==> src/rtl/ram_port_arbiter.sv <==
// ram_port_arbiter
//   Shares the main semi-dual-port BSRAM (port A write, port B read) between
//   two requesters: m0 (CPU) and m1 (loader/DMA). At most one access is
//   accepted per cycle. Ties are broken round-robin, a requester may hold the
//   bus for a bounded burst with mN_lock, and read data is steered back to the
//   requester that issued the read.
//
// Parameters
//   ADDR_W    RAM word address width
//   DATA_W    RAM data width
//   READ_LAT  read-accept edge to valid dout, in cycles (1 or 2)
//   LOCK_MAX  max consecutive locked grants before a forced hand-over (>= 1)
//
// Ports
//   clk, rst_n              clock, asynchronous active-low reset
//   mN_req/we/lock          request, write(1)/read(0), keep grant for burst
//   mN_addr/wdata           access address and write data
//   mN_gnt                  combinational accept (with mN_req)
//   mN_rvalid/rdata         one-cycle read response pulse and its data
//   cea/ada/din             RAM write port
//   ceb/adb                 RAM read port
//   oce                     RAM output-register enable, tied high
//   dout                    RAM read data
module ram_port_arbiter #(
   parameter int unsigned ADDR_W   = 13,
   parameter int unsigned DATA_W   = 8,
   parameter int unsigned READ_LAT = 1,
   parameter int unsigned LOCK_MAX = 16
) (
   input  logic              clk,
   input  logic              rst_n,
   input  logic              m0_req,
   input  logic              m0_we,
   input  logic              m0_lock,
   input  logic [ADDR_W-1:0] m0_addr,
   input  logic [DATA_W-1:0] m0_wdata,
   output logic              m0_gnt,
   output logic              m0_rvalid,
   output logic [DATA_W-1:0] m0_rdata,
   input  logic              m1_req,
   input  logic              m1_we,
   input  logic              m1_lock,
   input  logic [ADDR_W-1:0] m1_addr,
   input  logic [DATA_W-1:0] m1_wdata,
   output logic              m1_gnt,
   output logic              m1_rvalid,
   output logic [DATA_W-1:0] m1_rdata,
   output logic              cea,
   output logic [ADDR_W-1:0] ada,
   output logic [DATA_W-1:0] din,
   output logic              ceb,
   output logic [ADDR_W-1:0] adb,
   output logic              oce,
   input  logic [DATA_W-1:0] dout
);

   localparam int unsigned CNT_W = $clog2(LOCK_MAX + 1);

   typedef enum logic {
      M0 = 1'b0,
      M1 = 1'b1
   } master_e;

   // registered arbitration state
   master_e           rr_last_q,  rr_last_d;
   logic              lock_act_q, lock_act_d;
   master_e           lock_id_q,  lock_id_d;
   logic [CNT_W-1:0]  lock_cnt_q, lock_cnt_d;

   // per-requester read-response pipes; bit 0 is loaded at the accept edge
   logic [READ_LAT-1:0] rv0_q, rv0_d;
   logic [READ_LAT-1:0] rv1_q, rv1_d;

   logic              req0, req1, own_req, acc;
   master_e           win;
   logic              sel_we, sel_lock;
   logic [ADDR_W-1:0] sel_addr;
   logic [DATA_W-1:0] sel_wdata;
   logic [CNT_W-1:0]  cnt_inc;

   // ------------------------------------------------------------------
   // Arbitration. Requests are masked by rst_n so every grant and RAM
   // strobe drops to zero as soon as reset asserts.
   // ------------------------------------------------------------------
   always_comb begin
      req0    = m0_req & rst_n;
      req1    = m1_req & rst_n;
      own_req = (lock_id_q == M1) ? req1 : req0;
      acc     = req0 | req1;
      win     = M0;
      if (lock_act_q && own_req) begin
         win = lock_id_q;
      end else if (req1 && !req0) begin
         win = M1;
      end else if (req0 && req1) begin
         win = (rr_last_q == M0) ? M1 : M0;
      end
   end

   // winner's request fields
   always_comb begin
      if (win == M1) begin
         sel_we    = m1_we;
         sel_lock  = m1_lock;
         sel_addr  = m1_addr;
         sel_wdata = m1_wdata;
      end else begin
         sel_we    = m0_we;
         sel_lock  = m0_lock;
         sel_addr  = m0_addr;
         sel_wdata = m0_wdata;
      end
   end

   // grants and RAM strobes; idle address/data buses are held at zero
   always_comb begin
      m0_gnt = acc && (win == M0);
      m1_gnt = acc && (win == M1);
      cea    = acc &  sel_we;
      ceb    = acc & ~sel_we;
      ada    = cea ? sel_addr  : '0;
      din    = cea ? sel_wdata : '0;
      adb    = ceb ? sel_addr  : '0;
      oce    = 1'b1;
   end

   // ------------------------------------------------------------------
   // Next state: round-robin pointer, lock tracking, response pipes
   // ------------------------------------------------------------------
   always_comb begin
      rr_last_d  = acc ? win : rr_last_q;
      lock_act_d = lock_act_q;
      lock_id_d  = lock_id_q;
      lock_cnt_d = lock_cnt_q;

      // a lock grant continues the current run only for the same owner
      cnt_inc = (lock_act_q && (lock_id_q == win)) ? lock_cnt_q + CNT_W'(1)
                                                  : CNT_W'(1);
      if (acc) begin
         if (sel_lock && (cnt_inc != CNT_W'(LOCK_MAX))) begin
            lock_act_d = 1'b1;
            lock_id_d  = win;
            lock_cnt_d = cnt_inc;
         end else begin
            // unlocked access, or the run just hit LOCK_MAX
            lock_act_d = 1'b0;
            lock_cnt_d = '0;
         end
      end else begin
         // nobody requesting, so the owner has dropped its request
         lock_act_d = 1'b0;
         lock_cnt_d = '0;
      end

      // shift toward the MSB; the top bit is the registered rvalid
      rv0_d = READ_LAT'({rv0_q, ceb & (win == M0)});
      rv1_d = READ_LAT'({rv1_q, ceb & (win == M1)});
   end

   always_ff @(posedge clk or negedge rst_n) begin
      if (!rst_n) begin
         rr_last_q  <= M1;
         lock_act_q <= 1'b0;
         lock_id_q  <= M0;
         lock_cnt_q <= '0;
         rv0_q      <= '0;
         rv1_q      <= '0;
      end else begin
         rr_last_q  <= rr_last_d;
         lock_act_q <= lock_act_d;
         lock_id_q  <= lock_id_d;
         lock_cnt_q <= lock_cnt_d;
         rv0_q      <= rv0_d;
         rv1_q      <= rv1_d;
      end
   end

   // read return
   always_comb begin
      m0_rvalid = rv0_q[READ_LAT-1];
      m1_rvalid = rv1_q[READ_LAT-1];
      m0_rdata  = m0_rvalid ? dout : '0;
      m1_rdata  = m1_rvalid ? dout : '0;
   end

endmodule

==> config.mk <==
export PLATFORM = sky130hd
export DESIGN_NAME = ram_port_arbiter
export DESIGN_NICKNAME = d
export VERILOG_FILES = /design/src/rtl/ram_port_arbiter.sv
export SDC_FILE = /design/constraint.sdc
export NUM_CORES = 1
export LEC_CHECK = 0
export CAP_MARGIN = 15
export CORE_MARGIN = 8
export CORE_UTILIZATION = 27
export DETAILED_ROUTE_END_ITERATION = 10
export GPL_TIMING_DRIVEN = 0
export PLACE_DENSITY_LB_ADDON = 0.15
export SYNTH_ARGS = -nofsm -noshare
export SYNTH_HDL_FRONTEND = slang
export SYNTH_SLANG_ARGS = --single-unit
export TNS_END_PERCENT = 100
==> constraint.sdc <==
create_clock -name clk -period 1.6 [get_ports clk]
set_clock_uncertainty 0.15 [all_clocks]
set_input_delay 0.24 -clock clk [delete_from_list [all_inputs] [get_ports clk]]
set_output_delay 0.24 -clock clk [all_outputs]
set_load 0.05 [all_outputs]
### Word level (Yosys, flattened, before mapping)

Index checks and enable logic that the tools add are counted.

* bits in registers: 10
* input bits: 58
* output and inout port bits: 57
* logic and storage cells: 46

* add/subtract/negate cells: 1
* eq/ne operators: 2
* muxes and demuxes: 19
* bitwise logic cells: 9
* reductions and logical operators: 9

Operators with widths (number)
* $mux W13: 3
* $mux W8: 4
* $mux W5: 3
* $mux W1: 9
* $logic_and A1 B1 Y1: 7
* $and A1 B1 Y1: 6
* $add A5 B1 Y5 const B: 1
* $ne A5 B5 Y1 const B: 1
* $not A1 Y1: 2
* $reduce_and A2 Y1: 1
* $eq A1 B1 Y1: 1
* $logic_not A1 Y1: 1
* $or A1 B1 Y1: 1

### Depth between registers and ports, before layout

* word-level depth: 12
* gate-level depth with buffers: 6
* depth with buffers taken out: 5

### Worst setup path before layout

No wires, ideal clock.

* kind: register to output
* from: register lock_act_q
* to: output port din[7]
* arrival: 2174 ps
* required time: 1210 ps
* setup slack: -964 ps
* cell stages (with the launch flop): 6
* path buffers: 1
* path through: dfrtp_1 > or2_1 > a31oi_4 > buf_4 > mux2i_1 > nor3_1

* longest elaborated chain between the ends: 5
* elaborated cells on any way between the ends: 6
* classes of those cells: mux: 4; bitwise: 1; reduce/logical: 1

Ends and longest elaborated chain
* from (decl): RTL line 66 `logic lock_act_q, lock_act_d;`
* from (signal assigned): RTL line 170 `lock_act_q <= lock_act_d;`
* $logic_and A1 B1 Y1 *: RTL line 91 `if (lock_act_q && own_req) begin`
* $mux W1 *: RTL line 91
* $mux W1: RTL line 102 `if (win == M1) begin`
* $and A1 B1 Y1: RTL line 119 `cea = acc & sel_we;`
* $mux W8 *: RTL line 122 `din = cea ? sel_wdata : '0;`
* to (decl): RTL line 50 `output logic [DATA_W-1:0] din,`

Every way passes the cells marked *; elsewhere a longest branch is shown, timed or not.

### Final worst setup path

* from: register rr_last_q
* to: output port ada[0]

* longest elaborated chain between the ends: 7
* elaborated cells on any way between the ends: 8
* classes of those cells: mux: 7; bitwise: 1

Ends and longest elaborated chain
* from (decl): RTL line 65 `master_e rr_last_q, rr_last_d;`
* from (signal assigned): RTL line 169 `rr_last_q <= rr_last_d;`
* $mux W1 *: RTL line 96 `win = (rr_last_q == M0) ? M1 : M0;`
* $mux W1 *: RTL line 95 `end else if (req0 && req1) begin`
* $mux W1 *: RTL line 93 `end else if (req1 && !req0) begin`
* $mux W1 *: RTL line 91
* $mux W1: RTL line 102
* $and A1 B1 Y1: RTL line 119
* $mux W13 *: RTL line 121 `ada = cea ? sel_addr : '0;`
* to (decl): RTL line 49 `output logic [ADDR_W-1:0] ada,`

Marks and branches as above.

==> impl_metrics.env <==
export IMPL_root_buffer="clkbuf_8"
export IMPL_drive_above_1_share_pct=59.64
export IMPL_finalCritPeriodShare_pct=148.3
export IMPL_p_leak_nw=1.312
export IMPL_cp_cell_sequence="or2_4 > a31oi_4 > buf_6 > buf_6 > o21a_4 > buf_12 > nor3_4 > buf_6"
export IMPL_use_met1_pct=19.54
export IMPL_finalWorstSetupSlack_ns=-0.7733
export IMPL_max_clock_freq_ghz=0.4214
export IMPL_fin_util_pct=77.14
export IMPL_rsz0062_at_grt="true"
export IMPL_antenna_found_initial=0
export IMPL_synth_simple_area_share_pct=40.44
export IMPL_clock_sinks=10
export IMPL_hold_viol=0
export IMPL_slew_violations=0
export IMPL_use_met3_pct=4.004
export IMPL_critPathMostFrequentCell="buf_6"
export IMPL_num_fill_cells=295
export IMPL_synthFlopType="dfrtp_1"
export IMPL_synthMuxAreaShare_pct=18.70
export IMPL_core_area_mm2=0.004324
export IMPL_syn2layout_area_growth_pct=178.6
export IMPL_yosysWarnings=0
export IMPL_combinationalPowerShare_pct=65.3
export IMPL_syn_inst=139
export IMPL_final_cells=327
export IMPL_cp_max_fo=10
export IMPL_h_tree_depth=1
export IMPL_clkLatencyLatePin_ns=0.24
export IMPL_port_buffers=113
export IMPL_die_area_mm2=0.006822
export IMPL_seq_area_frac_synth_pct=21.00
export IMPL_status="finished with violations"
export IMPL_critPathCaptureType="output port"
export IMPL_synth_cell_types=35
export IMPL_die_w_um=82.60
export IMPL_seqPwrFrac_pct=16.8
export IMPL_grt_pass1_vias=1661
export IMPL_failed_checks="negative setup slack"
export IMPL_route_final_wire_length_um=5842
export IMPL_grt_max_degree=11
export IMPL_clock_power_share_pct=17.9
export IMPL_ir_drop_uv=440.2
export IMPL_tns_ns=-29.69
export IMPL_crit_buf_inv=4
export IMPL_synthArstFlopShare_pct=100.0
export IMPL_synth_compound_area_share_pct=9.404
export IMPL_slew_headroom_pct=61.34
export IMPL_gr_usage_met2_pct=31.17
export IMPL_setup_viol=48
export IMPL_rows=24
export IMPL_synth_top_family_by_area="simple AND/OR/NAND/NOR gates"
export IMPL_place_gp_congestion=0.7495
export IMPL_cpPeakStageDelay_ns=0.53
export IMPL_diodes=0
export IMPL_grt_usage_pct=17.06
export IMPL_max_cap_violations=0
export IMPL_switching_share_pct=42.05
export IMPL_postPlaceCellArea_mm2=0.002715
export IMPL_ys_seq_elements=10
export IMPL_grt_busiest_layer="met2"
export IMPL_synthXorXnorAreaFrac_pct=2.194
export IMPL_grt_overflow=0
export IMPL_finalNetCount=335
export IMPL_cp_slowest_cell="dfstp_2"
export IMPL_netlist_area_mm2=0.001197
export IMPL_crit_family="buffers and inverters"
export IMPL_synth_edf_count=0
export IMPL_hold_path_class="flip-flop to flip-flop"
export IMPL_stdcell_area_mm2=0.003336
export IMPL_critical_path_arrival_ns=1.98
export IMPL_syn_nets=198
export IMPL_postRouteAntennaNets=0
export IMPL_dpl_worst_slack_ns=-2.042
export IMPL_crit_type="flip-flop to output port"
export IMPL_pin_count=115
export IMPL_place_hpwl_um=4146
export IMPL_layout_min_cycle_time_ns=2.373
export IMPL_vias=1565
export IMPL_cts_tree="yes"
export IMPL_internal_power_mw=1.021
export IMPL_place_inst=304
export IMPL_syn_avg_cell_area_um2=8.614
export IMPL_die_h_um=82.60
export IMPL_worst_ep_required_time_ns=1.21
export IMPL_vias_per_cell=4.786
export IMPL_worstMarginPinSlew_ns=0.5798
export IMPL_numCtsBuffers=3
export IMPL_power_density_mw_per_mm2=528.1
export IMPL_cp_start_kind="flip-flop"
export IMPL_grt_pass1_wl_um=8935
export IMPL_routedWlPerCell_um=17.87
export IMPL_synth_adder_area_share_pct=1.045
export IMPL_drc=0
export IMPL_initial_utilization_pct=27.69
export IMPL_p_sw_uw=740.7
export IMPL_cts_path_max_buffers=2
export IMPL_drt_initial_drc_count=15
export IMPL_drt_first_pass_iters=4
export IMPL_cts_reportedPaths_clkPinSlew_ns=0.05
==> timing repair <==
action | 4_1_cts | 5_1_grt
hold endpoints to repair | 9 | 0
setup buffers | 16 | 4
setup endpoints to repair | 66 | 50
pin swaps | 12 | 16
resized for setup | 426 | 27
hold buffers | 2 | 0
gates cloned | 3 | 0
==> power by group through the flow <==
stage	combinational, mW	sequential, mW	clock, mW
after CTS	1.14	0.290	0.323
after floorplan	0.583	0.297	0
after global routing	1.20	0.299	0.345
final	1.15	0.296	0.315
after global placement	0.903	0.293	0
after detailed placement	0.907	0.294	0
==> routing by layer <==
metal,vias up,share of wire [%]
li1,774,-
met1,710,35
met2,73,54
met3,8,10
met4,0,1.3
met5,-,0
==> logic make-up after synthesis <==
| group | count (synthesis) |
|---|---|
| and+or+nand+nor | 74 |
| muxes | 22 |
| AOI/OAI and AO/OA | 14 |
| buffers and inverters | 14 |
| DFF | 10 |
| xor gates and xnor gates | 3 |
| adders and majority gates | 1 |
| other | 1 |
==> layout by cell type, fill, tap and decap left out, types with 2 or more instances in the layout <==
cell type | synthesis | layout
clkdlybuf4s50_1 | 0 | 54
buf_6 | 1 | 36
nor3_4 | 0 | 22
mux2i_4 | 0 | 20
buf_2 | 0 | 17
and2_1 | 17 | 16
nor2_4 | 0 | 14
buf_8 | 0 | 11
buf_12 | 0 | 9
dfrtp_1 | 9 | 7
buf_4 | 6 | 6
inv_1 | 4 | 4
nand3_1 | 4 | 4
clkbuf_8 | 0 | 4
nand2_1 | 4 | 3
nor3_2 | 19 | 3
nor2_1 | 17 | 2
nor2b_1 | 2 | 2
o211ai_1 | 2 | 2
xor2_1 | 2 | 2
a21oi_2 | 0 | 2
mux2i_2 | 1 | 2
dlygate4sd3_1 | 0 | 2
dlygate4sd2_1 | 0 | 2
dfrtp_2 | 0 | 2
clkdlybuf4s15_2 | 0 | 2
==> through the flow <==
step                      hold slack, ns  power [mW]
after floorplan                  -0.2056      0.8808
after global placement            0.3484       1.196
after detailed placement          0.3525       1.201
after CTS                         0.3597       1.750
after global routing              0.3888       1.849
final                             0.3733       1.762
==> worst paths after layout <==
kind / from / endpoint / slack [ns] / cells after the start
setup / recovery: rr_last_q / ada[0] / -0.77 / 8
hold / removal: rr_last_q / rr_last_q / 0.37 / 1
setup reg to reg: lock_act_q / lock_cnt_q[1] / -0.42 / 8
hold reg to reg: rr_last_q / rr_last_q / 0.37 / 1
max in group asynchronous: rst_n / m0_rvalid / 0.52 / 2
min in group asynchronous: rst_n / lock_act_q / 0.45 / 2
==> registers in the layout, indices dropped and copies added (netlist names) <==
| name | count |
|---|---|
| lock_cnt_q | 5 |
| m1_rvalid | 1 |
| lock_id_q | 1 |
| rr_last_q | 1 |
| m0_rvalid | 1 |
| lock_act_q | 1 |
==> worst register-to-register path, delay by kind of cell (launching register included) <==
family,cells,cell delay (ns)
simple gates,2,0.34
buf+inv,4,0.48
mux,1,0.37
flops,1,0.37
compound gates,1,0.16
==> area by class of cell <==
cell class | count | area [um^2] | share of cell area [%]
multi-input combinational | 115 | 1441 | 43.21
tap | 52 | 65.06 | 1.950
clock buffer | 4 | 55.05 | 1.650
timing repair buffer | 132 | 1359 | 40.74
sequential | 10 | 254.0 | 7.614
inverter | 5 | 26.28 | 0.7877
buffer | 9 | 135.1 | 4.051
==> synth_stat cells, drive strengths merged, types with 2 or more instances <==
cell type | number | area [um^2]
and2 | 17 | 106.4
clkbuf | 2 | 7.510
nor2b | 2 | 12.51
nor3 | 25 | 220.2
a21oi | 3 | 15.01
o211ai | 2 | 15.01
dfrtp | 9 | 225.2
buf | 7 | 56.30
o21a | 2 | 15.01
nand3 | 4 | 20.02
xor2 | 2 | 17.52
nand2 | 4 | 15.01
o21ai | 2 | 13.76
inv | 5 | 18.76
mux2i | 22 | 224.0
nor2 | 17 | 63.81
(Power assumes the default switching activity.)
